--- src/rtl/fold_psum_engine_pkg.sv ---
// Shared constants and FSM encoding for the fold partial-sum engine.
package fold_psum_engine_pkg;

    localparam int PAR_CH  = 16;
    localparam int DATA_W  = 16;
    localparam int ACC_W   = 32;
    localparam int MAX_PIX = 64;

    typedef enum logic [1:0] {
        IDLE  = 2'd0,
        ACCUM = 2'd1,
        FLUSH = 2'd2,
        DONE  = 2'd3
    } state_e;

endpackage

--- src/rtl/fold_psum_engine_if.sv ---
// Fold control, product-beat stream and final-sum stream of the engine.
interface fold_psum_engine_if #(
    parameter int PAR_CH = fold_psum_engine_pkg::PAR_CH,
    parameter int DATA_W = fold_psum_engine_pkg::DATA_W,
    parameter int ACC_W  = fold_psum_engine_pkg::ACC_W
);

    logic                           fold_start;
    logic                           first_fold;
    logic                           last_fold;
    logic [15:0]                    ch_base;
    logic [15:0]                    Cin;
    logic [15:0]                    npix;

    logic                           in_valid;
    logic                           in_ready;
    logic [PAR_CH*DATA_W-1:0]       in_data;

    logic                           out_valid;
    logic                           out_ready;
    logic signed [ACC_W-1:0]        out_data;

    logic                           compute_done;
    logic                           busy;

    modport master (
        output fold_start, first_fold, last_fold, ch_base, Cin, npix,
        output in_valid, in_data, out_ready,
        input  in_ready, out_valid, out_data, compute_done, busy
    );

    modport slave (
        input  fold_start, first_fold, last_fold, ch_base, Cin, npix,
        input  in_valid, in_data, out_ready,
        output in_ready, out_valid, out_data, compute_done, busy
    );

endinterface

--- src/rtl/fold_psum_engine_lane_adder_tree.sv ---
// Masks lanes beyond the channel count and sums the rest, sign-extended to ACC_W.
module lane_adder_tree #(
    parameter int PAR_CH = fold_psum_engine_pkg::PAR_CH,
    parameter int DATA_W = fold_psum_engine_pkg::DATA_W,
    parameter int ACC_W  = fold_psum_engine_pkg::ACC_W
) (
    input  logic [PAR_CH*DATA_W-1:0] lanes_i,
    input  logic [15:0]              ch_base_i,
    input  logic [15:0]              cin_i,
    output logic signed [ACC_W-1:0]  sum_o
);

    logic signed [DATA_W-1:0] lane;
    logic signed [ACC_W-1:0]  sum_acc;

    always_comb begin
        lane    = '0;
        sum_acc = '0;
        for (int k = 0; k < PAR_CH; k++) begin
            lane = lanes_i[k*DATA_W +: DATA_W];
            // 17-bit compare so ch_base near 0xFFFF cannot wrap past Cin
            if (({1'b0, ch_base_i} + 17'(k)) < {1'b0, cin_i}) begin
                sum_acc = sum_acc + {{(ACC_W-DATA_W){lane[DATA_W-1]}}, lane};
            end
        end
    end

    assign sum_o = sum_acc;

endmodule

--- src/rtl/fold_psum_engine.sv ---
// Accumulates per-pixel partial sums over channel folds; the last fold streams final sums out.
module fold_psum_engine #(
    parameter int PAR_CH  = fold_psum_engine_pkg::PAR_CH,
    parameter int DATA_W  = fold_psum_engine_pkg::DATA_W,
    parameter int ACC_W   = fold_psum_engine_pkg::ACC_W,
    parameter int MAX_PIX = fold_psum_engine_pkg::MAX_PIX
) (
    input  logic                clk,
    input  logic                rst_n,
    fold_psum_engine_if.slave   bus
);

    import fold_psum_engine_pkg::*;

    localparam int PIX_W  = $clog2(MAX_PIX);
    localparam int NPIX_W = PIX_W + 1;

    state_e                  state_q, state_d;
    logic [PIX_W-1:0]        pix_q, pix_d;
    logic [NPIX_W-1:0]       npix_q, npix_d;
    logic                    first_q, first_d;
    logic                    last_q, last_d;
    logic [15:0]             ch_base_q, ch_base_d;
    logic [15:0]             cin_q, cin_d;
    logic                    out_valid_q, out_valid_d;
    logic signed [ACC_W-1:0] out_data_q, out_data_d;

    logic signed [ACC_W-1:0] psum_q [MAX_PIX];

    logic signed [ACC_W-1:0] lane_sum;
    logic signed [ACC_W-1:0] prev_sum;
    logic signed [ACC_W-1:0] new_sum;
    logic                    out_free;
    logic                    in_ready;
    logic                    beat;
    logic                    last_beat;

    lane_adder_tree #(
        .PAR_CH (PAR_CH),
        .DATA_W (DATA_W),
        .ACC_W  (ACC_W)
    ) u_lane_adder_tree (
        .lanes_i   (bus.in_data),
        .ch_base_i (ch_base_q),
        .cin_i     (cin_q),
        .sum_o     (lane_sum)
    );

    assign prev_sum  = first_q ? '0 : psum_q[pix_q];
    assign new_sum   = lane_sum + prev_sum;
    assign out_free  = !out_valid_q || bus.out_ready;
    // npix of zero never opens the input; non-final folds ignore the output slot
    assign in_ready  = (state_q == ACCUM) && (npix_q != '0) && (!last_q || out_free);
    assign beat      = in_ready && bus.in_valid;
    assign last_beat = beat && ({1'b0, pix_q} == (npix_q - 1'b1));

    always_comb begin
        state_d     = state_q;
        pix_d       = pix_q;
        npix_d      = npix_q;
        first_d     = first_q;
        last_d      = last_q;
        ch_base_d   = ch_base_q;
        cin_d       = cin_q;
        out_valid_d = out_valid_q;
        out_data_d  = out_data_q;

        if (out_valid_q && bus.out_ready) begin
            out_valid_d = 1'b0;
        end
        if (beat && last_q) begin
            out_valid_d = 1'b1;
            out_data_d  = new_sum;
        end

        unique case (state_q)
            IDLE: begin
                if (bus.fold_start) begin
                    state_d   = ACCUM;
                    pix_d     = '0;
                    first_d   = bus.first_fold;
                    last_d    = bus.last_fold;
                    ch_base_d = bus.ch_base;
                    cin_d     = bus.Cin;
                    npix_d    = (bus.npix > 16'(MAX_PIX)) ? NPIX_W'(MAX_PIX)
                                                          : NPIX_W'(bus.npix);
                end
            end
            ACCUM: begin
                if (npix_q == '0) begin
                    state_d = FLUSH;
                end else if (beat) begin
                    pix_d = pix_q + 1'b1;
                    if (last_beat) begin
                        state_d = FLUSH;
                        pix_d   = '0;
                    end
                end
            end
            FLUSH: begin
                if (out_free) begin
                    state_d = DONE;
                end
            end
            DONE: begin
                state_d = IDLE;
            end
            default: begin
                state_d = IDLE;
            end
        endcase
    end

    always_ff @(posedge clk or negedge rst_n) begin
        if (!rst_n) begin
            state_q     <= IDLE;
            pix_q       <= '0;
            npix_q      <= '0;
            first_q     <= 1'b0;
            last_q      <= 1'b0;
            ch_base_q   <= '0;
            cin_q       <= '0;
            out_valid_q <= 1'b0;
            out_data_q  <= '0;
        end else begin
            state_q     <= state_d;
            pix_q       <= pix_d;
            npix_q      <= npix_d;
            first_q     <= first_d;
            last_q      <= last_d;
            ch_base_q   <= ch_base_d;
            cin_q       <= cin_d;
            out_valid_q <= out_valid_d;
            out_data_q  <= out_data_d;
        end
    end

    // Partial-sum store: no reset, contents only trusted after a first fold
    always_ff @(posedge clk) begin
        if (beat) begin
            psum_q[pix_q] <= new_sum;
        end
    end

    assign bus.in_ready     = in_ready;
    assign bus.out_valid    = out_valid_q;
    assign bus.out_data     = out_data_q;
    assign bus.compute_done = (state_q == DONE);
    assign bus.busy         = (state_q != IDLE);

endmodule

--- src/flat_wrapper.sv ---
// flat-port wrapper written by rule: the top's interface ports become plain ports
module fold_psum_engine_flat import fold_psum_engine_pkg::*;
#(
    parameter int PAR_CH  = fold_psum_engine_pkg::PAR_CH,
    parameter int DATA_W  = fold_psum_engine_pkg::DATA_W,
    parameter int ACC_W   = fold_psum_engine_pkg::ACC_W,
    parameter int MAX_PIX = fold_psum_engine_pkg::MAX_PIX
)
  (clk, rst_n, bus_fold_start, bus_first_fold, bus_last_fold, bus_ch_base, bus_Cin, bus_npix, bus_in_valid, bus_in_data, bus_out_ready, bus_in_ready, bus_out_valid, bus_out_data, bus_compute_done, bus_busy);
  fold_psum_engine_if #(.PAR_CH(PAR_CH), .DATA_W(DATA_W), .ACC_W(ACC_W)) bus_i ();
  input  logic clk;
  input  logic rst_n;
  input wire logic [$bits(bus_i.fold_start)-1:0] bus_fold_start;
  input wire logic [$bits(bus_i.first_fold)-1:0] bus_first_fold;
  input wire logic [$bits(bus_i.last_fold)-1:0] bus_last_fold;
  input wire logic [$bits(bus_i.ch_base)-1:0] bus_ch_base;
  input wire logic [$bits(bus_i.Cin)-1:0] bus_Cin;
  input wire logic [$bits(bus_i.npix)-1:0] bus_npix;
  input wire logic [$bits(bus_i.in_valid)-1:0] bus_in_valid;
  input wire logic [$bits(bus_i.in_data)-1:0] bus_in_data;
  input wire logic [$bits(bus_i.out_ready)-1:0] bus_out_ready;
  output wire logic [$bits(bus_i.in_ready)-1:0] bus_in_ready;
  output wire logic [$bits(bus_i.out_valid)-1:0] bus_out_valid;
  output wire logic [$bits(bus_i.out_data)-1:0] bus_out_data;
  output wire logic [$bits(bus_i.compute_done)-1:0] bus_compute_done;
  output wire logic [$bits(bus_i.busy)-1:0] bus_busy;
  assign bus_i.fold_start = bus_fold_start;
  assign bus_i.first_fold = bus_first_fold;
  assign bus_i.last_fold = bus_last_fold;
  assign bus_i.ch_base = bus_ch_base;
  assign bus_i.Cin = bus_Cin;
  assign bus_i.npix = bus_npix;
  assign bus_i.in_valid = bus_in_valid;
  assign bus_i.in_data = bus_in_data;
  assign bus_i.out_ready = bus_out_ready;
  assign bus_in_ready = bus_i.in_ready;
  assign bus_out_valid = bus_i.out_valid;
  assign bus_out_data = bus_i.out_data;
  assign bus_compute_done = bus_i.compute_done;
  assign bus_busy = bus_i.busy;
  fold_psum_engine #(.PAR_CH(PAR_CH), .DATA_W(DATA_W), .ACC_W(ACC_W), .MAX_PIX(MAX_PIX)) u_core (.clk(clk), .rst_n(rst_n), .bus(bus_i));
endmodule
--- config.mk ---
export PLATFORM = sky130hd
export DESIGN_NAME = fold_psum_engine_flat
export DESIGN_NICKNAME = d
export VERILOG_FILES = /design/src/rtl/fold_psum_engine_pkg.sv /design/src/rtl/fold_psum_engine_if.sv /design/src/rtl/fold_psum_engine_lane_adder_tree.sv /design/src/rtl/fold_psum_engine.sv /design/src/flat_wrapper.sv
export SDC_FILE = /design/constraint.sdc
export NUM_CORES = 2
export LEC_CHECK = 0
export CORE_MARGIN = 2
export CORE_UTILIZATION = 26
export DETAILED_ROUTE_END_ITERATION = 6
export SETUP_SLACK_MARGIN = 0.5
export SLEW_MARGIN = 20
export SYNTH_ARGS = -nofsm -noshare
export SYNTH_HDL_FRONTEND = slang
export SYNTH_HIERARCHICAL = 1
export SYNTH_SLANG_ARGS = --single-unit
--- constraint.sdc ---
create_clock -name clk -period 43.3 [get_ports clk]
set_clock_uncertainty 0.05 [all_clocks]
set_input_delay 8.66 -clock clk [delete_from_list [all_inputs] [get_ports clk]]
set_output_delay 8.66 -clock clk [all_outputs]
set_load 0.02 [all_outputs]
==> summary.txt <==
Floorplanning
  – Core Footprint: about 440000 µm²
  – Vert. Die Dim: roughly 670 µm
  – Chip width: ~670 µm
  – Number of cell rows: around 250
  – Area of the die: ~450000 µm²
  – Initial core utilization: 0.261
  – I/O pin count: 347

Synth
  – Simple-gate share of the synthesized area: 0.0848
  – Unique cell type count in the Yosys netlist: 103
  – YS warnings: 6
  – Library cell occupying the most area in the post-synthesis netlist: edfxtp_1
  – Leading register cell type out of synthesis: edfxtp_1
  – Number of cells produced by synthesis: ~9800
  – Adder-cell share of the synthesized area: 0.0819
  – Proportion of netlist area held by the largest area contributor: 0.530
  – Register area share after synthesis: 0.548
  – Post-synthesis instance area: 116000 µm²
  – Mux share of post-synthesis cell area: 0.0139
  – Synthesized netlist net count: 10800
  – Synthesized-area fraction occupied by xor and xnor cells: 0.0420
  – Synthesized-area fraction occupied by ao, oa, aoi and oai cells: 0.204
  – Most common cell in the synthesized netlist: edfxtp_1
  – Synth area leaders: edfxtp_1 53%, ha_1 7.9%, a22oi_1 5.1%
  – Number of storage elements in the synthesis netlist: 2130
  – Dominant combinational cell family by area after synthesis: compound AO/OA/AOI/OAI gates
  – Fraction of registers with async set/reset: 0.0385
  – Count of flip-flops with a built-in enable after synthesis: approximately 2000
  – Leading post-synthesis cells by instance count: 2048 x edfxtp_1, 783 x a22oi_1, 732 x ha_1
  – Synthesized area divided by synthesized cell count: about 12 µm²

Worst setup path
  – Sum of buffers and inverters on the critical path: 8
  – Slowest stage delay, CP: around 0.91 ns
  – Arrival time reported for the critical path endpoint: approximately 37 ns
  – Category of cells accounting for the largest share of critical-path delay: compound AO/OA/AOI/OAI gates
  – Data required time at the worst endpoint: approximately 44 ns
  – Worst path slowest cell: o31ai_1
  – R2R cell count: around 130
  – Reg-to-Reg Start: u_core/ch_base_q[2]
  – Critical Path Start Type: input pin
  – Type of element capturing the critical path: flip-flop
  – Crit-path most repeated cell: ha_1
  – Critical Setup Path Class: in2reg
  – Worst reg2reg endpoint: u_core/psum_q[7][31]
  – Register-to-register path setup slack: between 10 and 15 ns
  – Top fanout value on the critical path: between 60 and 70

Finish
  – Total area of sequential cells: approximately 64000 µm²
  – Area of the multi-input gates: 50500 µm²
  – Synth-to-Final Area Change: 16.3%
  – Net count reported at finish: ~11000
  – Filler cell count: about 45000
  – Ratio of cells with drive above 1 in the final layout: 0.0850

CTS
  – Gates resized, CTS repair: 0
  – Post-CTS setup buffers: 0
  – Clock tree from TritonCTS: yes
  – Total number of H-tree levels: 4
  – Count of hold-fix buffers inserted at cts: 0
  – CTS buffer count: ~200
  – TritonCTS sink count: approximately 2100
  – Clock latency reported for the late side of the worst-skew pair: roughly 0.9 ns
  – Clk pin slew, worst setup/hold paths: 0.06 ns
  – Root Driver: clkbuf_16
  – Number of buffers on the longest clock path: 3

Place
  – HPWL reported at the end of detailed placement: approximately 280 mm
  – Port Buffer Count: roughly 350
  – Routability congestion estimate: between 0.9 and 1

Global routing
  – Vias in the first global route: 82300
  – Number of antenna violations at the first check in global routing: 42
  – Overflow left after global routing: 0
  – Gr usage total: 0.180
  – Wire length of the first global-routing pass: roughly 600 mm
  – Maximum number of pins on one net before global-route repair: 105

Run status
  – Run status: completed

Drt
  – Number of nets with antenna violations after detailed routing: 0
  – Routed wire per std cell: roughly 26 µm
  – Via density per instance: ~5.5
  – Number of remaining DRC errors: 0
  – Initial DRT Pass Iterations: 6
  – Iteration-0 DRC Markers: roughly 11000
  – Vias after detailed routing: between 80000 and 90000
  – Final Routed Wirelength: roughly 430 mm

Worst hold path
  – Worst min-delay path category: reg2reg
  – Launch instance of the worst min-delay path: u_core/bus.out_data[1]
  – Number of stages on the worst hold path: 2
  – Worst hold endpoint: u_core/bus.out_data[1]

Job
  – Max-capacitance violation count: 0

STA
  – Number of hold violations in the final report: 0
  – Final slew viol count: 0
  – Peak clock frequency supported by timing: approximately 27 MHz
  – Worst slew pin tran: approximately 1.2 ns
  – Total negative slack: 0 ns
  – Post-route minimum period: around 36 ns
  – Final critical-path share of the clock period: 0.843
  – Unrepaired setup endpoints after global routing: no
  – Endpoints failing setup: 0
  – Relative slew slack: 0.174
-- logic make-up (layout without fill, tap and decap cells) --
| kind of cell | after synthesis | in the layout |
|---|---|---|
| AND/OR/NAND/NOR | 2098 | 2098 |
| AO/OA/AOI/OAI | 3354 | 3354 |
| other | 0 | 13 |
| XOR/XNOR | 548 | 548 |
| flip-flops | 2130 | 2130 |
| adder cells (fa/ha/maj) | 749 | 749 |
| buffers and inverters | 745 | 1261 |
| multiplexers | 141 | 141 |
-- per-stage QoR --
stage | cell area, µm² | utilization | hold slack, ns | setup slack, ns | cells
3_3_place_gp | 128000 | 0.288 | 0.414 | 6.18 | 15800
5_1_grt | 135000 | 0.303 | 0.462 | 4.99 | 16200
2_1_floorplan | 116000 | - | 0.414 | 11.55 | 9765
6_report | 135000 | 0.303 | 0.439 | 6.80 | 16200
3_5_place_dp | 128000 | 0.288 | 0.430 | 6.42 | 15800
4_1_cts | 135000 | 0.303 | 0.444 | 7.17 | 16200
-- registers in the layout (all words and copies together) (netlist names) --
signal	flops
u_core/psum_q	2048
u_core/bus.out_data	32
u_core/ch_base_q	16
u_core/cin_q	16
u_core/npix_q	7
u_core/pix_q	6
u_core/state_q	2
u_core/bus.out_valid	1
u_core/first_q	1
u_core/last_q	1
-- area by class of cell --
type / count / area share
Sequential cell: 2130 / 0.471
Multi-Input combinational cell: 6890 / 0.374
Tap cell: 5928 / 0.0550
Timing Repair Buffer: 591 / 0.0403
Clock buffer: 252 / 0.0400
Clock inverter: 131 / 0.0111
Inverter: 287 / 0.00799
Antenna cell: 13 / 0.000241
-- how the worst max path moves through the flow --
| stage | from | end | slack (ns) | cells past startpoint |
|---|---|---|---|---|
| 4_1_cts | bus_in_data[0] | u_core/psum_q[24][31] | 7.17 | 124 |
| 3_3_place_gp | bus_in_data[0] | u_core/psum_q[49][31] | 6.18 | 120 |
| 6_report | bus_in_data[0] | u_core/psum_q[7][31] | 6.80 | 124 |
| 3_5_place_dp | bus_in_data[0] | u_core/psum_q[23][31] | 6.42 | 124 |
| 5_1_grt | bus_in_data[0] | u_core/psum_q[2][31] | 4.99 | 126 |
| 2_1_floorplan | bus_in_data[0] | u_core/psum_q[0][29] | 11.55 | 110 |
-- placed cells by master (no fill, tap or decap), types with 129 or more instances in the layout --
cell type and count:
buf_4 236, edfxtp_1 2048, o21ai_0 363, clkbuf_16 205, a21o_1 273, xnor2_1 306, a21oi_1 569, xor2_1 210
a41oi_1 152, a22o_1 129, a221oi_1 142, inv_1 284, a31oi_1 197, a22oi_1 783, ha_1 731, clkdlybuf4s50_1 345
nor2_1 606, nand3_1 144, nand2_1 576
-- worst min-delay path, cell delays in order (launching register included) --
cell and delay (ns):
dfrtp_1 0.35, nand2_1 0.05, o21ai_0 0.06
-- per-layer routing --
| metal | global-route usage | vias to the layer above | wire length (µm) |
|---|---|---|---|
| met5 | 0 | - | 58 |
| met2 | 0.291 | 4688 | 195000 |
| met1 | 0.246 | 44400 | 177000 |
| met4 | 0.0600 | 8 | 15100 |
| met3 | 0.0284 | 661 | 39100 |
| li1 | - | 39200 | - |
Power is not shown: default switching activity piles up to over one toggle a cycle in this logic, so the estimate is an artifact.
